File: src/rtl/serial_bit_tx_pkg.sv
// Shared types and default constants for the serial_bit_tx word serialiser.
package serial_bit_tx_pkg;

  localparam int DEFAULT_DATA_W  = 8;
  localparam int DEFAULT_CLK_DIV = 4;

  // Wide enough to count the data bits plus an optional parity bit.
  localparam int BIT_CNT_W = 6;

  typedef enum logic [1:0] {
    IDLE,
    SHIFT,
    LATCH
  } tx_state_e;

endpackage

File: src/rtl/sclk_tick_gen.sv
// Phase timer for serial_bit_tx: pulses phase_end once every CLK_DIV enabled cycles.
module sclk_tick_gen #(
  parameter int CLK_DIV = 4
) (
  input  logic clk,
  input  logic resetn,
  input  logic en,
  output logic phase_end
);

  localparam logic [7:0] LAST = 8'(CLK_DIV - 1);

  logic [7:0] cnt;

  // Held at zero while disabled so every frame starts on a fresh phase.
  always_ff @(posedge clk) begin
    if (!resetn || !en) begin
      cnt <= '0;
    end else if (cnt == LAST) begin
      cnt <= '0;
    end else begin
      cnt <= cnt + 8'd1;
    end
  end

  assign phase_end = en && (cnt == LAST);

endmodule

File: src/rtl/serial_bit_tx.sv
// Parallel-to-serial transmitter driving a D flip-flop chain (sclk/sdata/sload), MSB first.
// Optional even-parity bit after the LSB when SERIAL_BIT_TX_PARITY_EN is defined.
module serial_bit_tx
  import serial_bit_tx_pkg::*;
#(
  parameter int DATA_W  = DEFAULT_DATA_W,
  parameter int CLK_DIV = DEFAULT_CLK_DIV
) (
  input  logic              clk,
  input  logic              resetn,
  input  logic [DATA_W-1:0] tx_data,
  input  logic              tx_valid,
  output logic              tx_ready,
  output logic              sclk,
  output logic              sdata,
  output logic              sload,
  output logic              busy
);

`ifdef SERIAL_BIT_TX_PARITY_EN
  localparam int NBITS = DATA_W + 1;
`else
  localparam int NBITS = DATA_W;
`endif

  localparam logic [BIT_CNT_W-1:0] LAST_BIT = BIT_CNT_W'(NBITS - 1);

  tx_state_e            state, state_nxt;
  logic [NBITS-1:0]     shreg, shreg_nxt;
  logic [BIT_CNT_W-1:0] bit_cnt, bit_cnt_nxt;
  logic                 sclk_q, sclk_nxt;
  logic                 phase_end;
  logic [NBITS-1:0]     load_word;

`ifdef SERIAL_BIT_TX_PARITY_EN
  assign load_word = {tx_data, ^tx_data};
`else
  assign load_word = tx_data;
`endif

  sclk_tick_gen #(
    .CLK_DIV(CLK_DIV)
  ) u_tick (
    .clk      (clk),
    .resetn   (resetn),
    .en       (state != IDLE),
    .phase_end(phase_end)
  );

  always_comb begin
    // NOTE: every output of this block gets a default first, so no path can infer a latch.
    state_nxt   = state;
    shreg_nxt   = shreg;
    bit_cnt_nxt = bit_cnt;
    sclk_nxt    = sclk_q;
    unique case (state)
      IDLE: begin
        if (tx_valid) begin
          state_nxt   = SHIFT;
          shreg_nxt   = load_word;
          bit_cnt_nxt = '0;
          sclk_nxt    = 1'b0;
        end
      end
      SHIFT: begin
        if (phase_end) begin
          if (!sclk_q) begin
            sclk_nxt = 1'b1;
          end else begin
            // Falling sclk is the only point where sdata may move.
            sclk_nxt = 1'b0;
            if (bit_cnt == LAST_BIT) begin
              state_nxt = LATCH;
            end else begin
              bit_cnt_nxt = bit_cnt + BIT_CNT_W'(1);
              shreg_nxt   = shreg << 1;
            end
          end
        end
      end
      LATCH: begin
        if (phase_end) begin
          state_nxt = IDLE;
        end
      end
      default: state_nxt = IDLE;
    endcase
  end

  always_ff @(posedge clk) begin
    // NOTE: registered state uses non-blocking assignments so all flops update together.
    if (!resetn) begin
      state   <= IDLE;
      shreg   <= '0;
      bit_cnt <= '0;
      sclk_q  <= 1'b0;
    end else begin
      state   <= state_nxt;
      shreg   <= shreg_nxt;
      bit_cnt <= bit_cnt_nxt;
      sclk_q  <= sclk_nxt;
    end
  end

  assign tx_ready = (state == IDLE);
  assign busy     = (state != IDLE);
  assign sclk     = sclk_q;
  assign sdata    = (state == SHIFT) && shreg[NBITS-1];
  assign sload    = (state == LATCH);

endmodule

File: config.mk
export PLATFORM = sky130hd
export DESIGN_NAME = serial_bit_tx
export DESIGN_NICKNAME = d
export VERILOG_FILES = /design/src/rtl/serial_bit_tx_pkg.sv /design/src/rtl/sclk_tick_gen.sv /design/src/rtl/serial_bit_tx.sv
export SDC_FILE = /design/constraint.sdc
export NUM_CORES = 1
export LEC_CHECK = 0
export BUFFER_PORTS_ARGS = -buffer_cell sky130_fd_sc_hd__buf_4
export CORE_ASPECT_RATIO = 2
export CORE_MARGIN = 10
export CORE_UTILIZATION = 40
export CTS_CLUSTER_SIZE = 14
export DETAILED_ROUTE_END_ITERATION = 6
export PLACE_DENSITY = 0.58
export SLEW_MARGIN = 20
export SYNTH_ARGS = -nofsm -noshare
export SYNTH_HDL_FRONTEND = slang
export SYNTH_SLANG_ARGS = --single-unit
export TNS_END_PERCENT = 50
File: constraint.sdc
create_clock -name clk -period 5.4 [get_ports clk]
set_input_delay 1.08 -clock clk [delete_from_list [all_inputs] [get_ports clk]]
set_output_delay 1.08 -clock clk [all_outputs]
set_load 0.005 [all_outputs]
==> impl_metrics.py <==
metrics = {
    "place": {
        "dpl.hpwl_um": 1984,
        "dpl_cell_area_sq_um": 1344,
        "io_buffers": 15,
        "routabilityCongestion": 0.7567,
    },
    "timing": {
        "finalCritPeriodShare_pct": 45.88,
        "holdWs_ps": 464.7,
        "min_period_ps": 2478,
        "finalSetupViolCount": 0,
        "hold_violations": 0,
        "worst_pin_slew_ps": 452.1,
        "slew_headroom_pct": 69.86,
        "maxSlewViolCount": 0,
        "rsz0062_at_grt": "no",
        "setup_tns_ps": 0,
        "fmax_mhz": 403.6,
        "fin_worst_skew_ps": 5.121,
    },
    "clock_tree": {
        "hold_buffers": 0,
        "cts-root-buf": "clkbuf_8",
        "cts_setup_buffers": 0,
        "cts_made_buffers": 3,
        "cts_tree": "done",
        "cts.sinks": 25,
        "ctsResizeCount": 0,
        "clock_path_buffers": 2,
        "clk_pin_slew_ps": 90,
        "htreeDepth": 1,
        "clock_latency_ps": 270,
    },
    "layout": {
        "stdcell_area_sq_um": 1394,
        "layout.nets": 164,
        "area_delta_synth_final_pct": 15.44,
        "drive_gt1_share_pct": 16.00,
        "antenna_cells": 0,
    },
    "drt": {
        "drt_first_pass_iters": 4,
        "post_drt_wl_per_cell_um": 14.41,
        "vias_per_cell": 5.622,
        "ant_nets": 0,
        "post-route-drc-count": 0,
        "vias": 1012,
        "drt_iter0_drc": 24,
        "routed_wl_um": 2593,
    },
    "setup_path": {
        "cp.required_ps": 4320,
        "worstPathArrival_ps": 1400,
        "cp-end-kind": "primary output",
        "start_kind": "flip-flop",
        "crit_fanout": 15,
        "critPathKind": "flip-flop to primary output",
    },
    "power": {
        "ir_drop_mv": 0.1966,
        "p_sw_mw": 0.08526,
        "power_frac_seq_pct": 55.9,
        "leakage_nw": 0.5694,
        "internal-power_mw": 0.2633,
        "combPwrFrac_pct": 10.7,
        "p_sw_share_pct": 24.46,
        "power_mw": 0.3486,
        "power.density_nw_per_um2": 250.1,
        "p_clk_share_pct": 33.4,
    },
    "floorplan": {
        "ioPinCount": 16,
        "die_w_um": 58.85,
        "initial_utilization_pct": 41.03,
        "fp-row-count": 28,
        "die_h_um": 97.70,
        "die_area_sq_um": 5750,
        "core_area_sq_um": 2943,
    },
    "synth": {
        "ys_top_cells_by_area": "dfxtp_1, mux2i_1, nand3_1, o211a_1, nor2_1",
        "yosysTopAreaCell": "dfxtp_1",
        "synth_ff_type": "dfxtp_1",
        "netlist.area_leader.share_pct": 41.45,
        "synth_most_common_cell": "dfxtp_1",
        "ys_ff_latch": 25,
        "synth_edf_count": 0,
        "ys_types": 35,
        "ys_top_cells_by_count": "dfxtp_1, nand3_1, nor2_1, nand2_1, mux2i_1",
        "netlist_area_sq_um": 1207,
        "synth.avg_cell_area_sq_um": 8.944,
        "synth-seq-area-share_pct": 41.45,
        "syn-num-nets": 148,
        "async_flop_share_pct": 0,
        "syn_inst": 135,
        "ys.warnings.count": 0,
    },
    "global_routing": {
        "grt_pass1_vias": 1039,
        "overflow": 0,
        "grt_pass1_wl_um": 4429,
        "antenna_found_initial": 0,
        "grt_use_total_pct": 9.210,
        "grt_max_degree": 21,
    },
    "job": {
        "cap_violations": 0,
    },
    "outcome": {
        "run_status": "complete, no violations",
    },
    "min_path": {
        "min_path_type": "flip-flop to flip-flop",
    },
}
## path summary, 6_finish.rpt
path	from	endpoint	slack, ps	cells after the start
worst max-delay path	state[0]	sdata	2920	4
worst min-delay path	u_tick.cnt[0]	u_tick.cnt[0]	460	1
worst max register to register	u_tick.cnt[0]	bit_cnt[0]	3100	5
worst min register to register	u_tick.cnt[0]	u_tick.cnt[0]	460	1
## metal layers
layer | track usage (%) | vias up | wire length (um)
met5 | 0 | - | 0
met4 | 3.908 | 0 | 46
met3 | 2.618 | 5 | 94
met2 | 17.15 | 10 | 1432
met1 | 8.617 | 478 | 1019
li1 | - | 519 | -
## per-stage QoR
stage          util [%]  setup slack (ps)  instances
2_1_floorplan         -              3124        135
5_1_grt           47.36              2804        180
3_3_place_gp      45.66              2884        176
4_1_cts           47.36              2916        180
3_5_place_dp      45.66              2843        176
6_report          47.36              2922        180
## cells by family (layout without fill, tap and decap cells)
kind of cell | Yosys count | after routing | synth area share (%)
mux | 8 | 8 | 6.632
flops | 25 | 25 | 41.45
compound gates | 22 | 22 | 14.40
simple gates | 64 | 64 | 28.39
fa+ha+maj | 2 | 2 | 2.072
xor+xnor | 6 | 6 | 4.352
buf+inv | 8 | 23 | 2.694
## sequential cells by signal, summed over array words and instances, names as in the netlist
register    flops
bit_cnt         6
u_tick.cnt      8
sclk            1
shreg           8
state           2
## layout by cell type, fill, tap and decap left out, drive strengths merged, types with 3 or more instances in the layout
| cell type | count |
|---|---|
| dfxtp | 25 |
| nand3 | 16 |
| buf | 16 |
| nor2 | 13 |
| nand2 | 11 |
| mux2i | 8 |
| a21oi | 6 |
| o211a | 5 |
| xnor2 | 4 |
| inv | 4 |
| and2 | 3 |
| a211oi | 3 |
| clkbuf | 3 |
| or3 | 3 |
## power groups by stage
stage / combinational (mW) / clock [mW] / sequential (mW)
2_1_floorplan: 0.0256 / 0 / 0.198
3_3_place_gp: 0.0371 / 0 / 0.199
3_5_place_dp: 0.0378 / 0 / 0.199
4_1_cts: 0.0379 / 0.119 / 0.195
5_1_grt: 0.0419 / 0.126 / 0.196
6_report: 0.0374 / 0.116 / 0.195
## critical path: stages (launching register included)
cell and delay (ps):
dfxtp_1 470, nor2b_1 160, buf_4 230, and2_1 150, buf_4 100
## cell type report
cell class	instances	area, sq um
clock inverters	1	8.758
fillers	297	1549
clock buffers	3	41.29
inverters	3	11.26
well taps	30	37.54
multi-input cells	102	674.4
repair buffers	16	120.1
flip-flops and latches	25	500.5
Power figures use the tool's default switching activity.
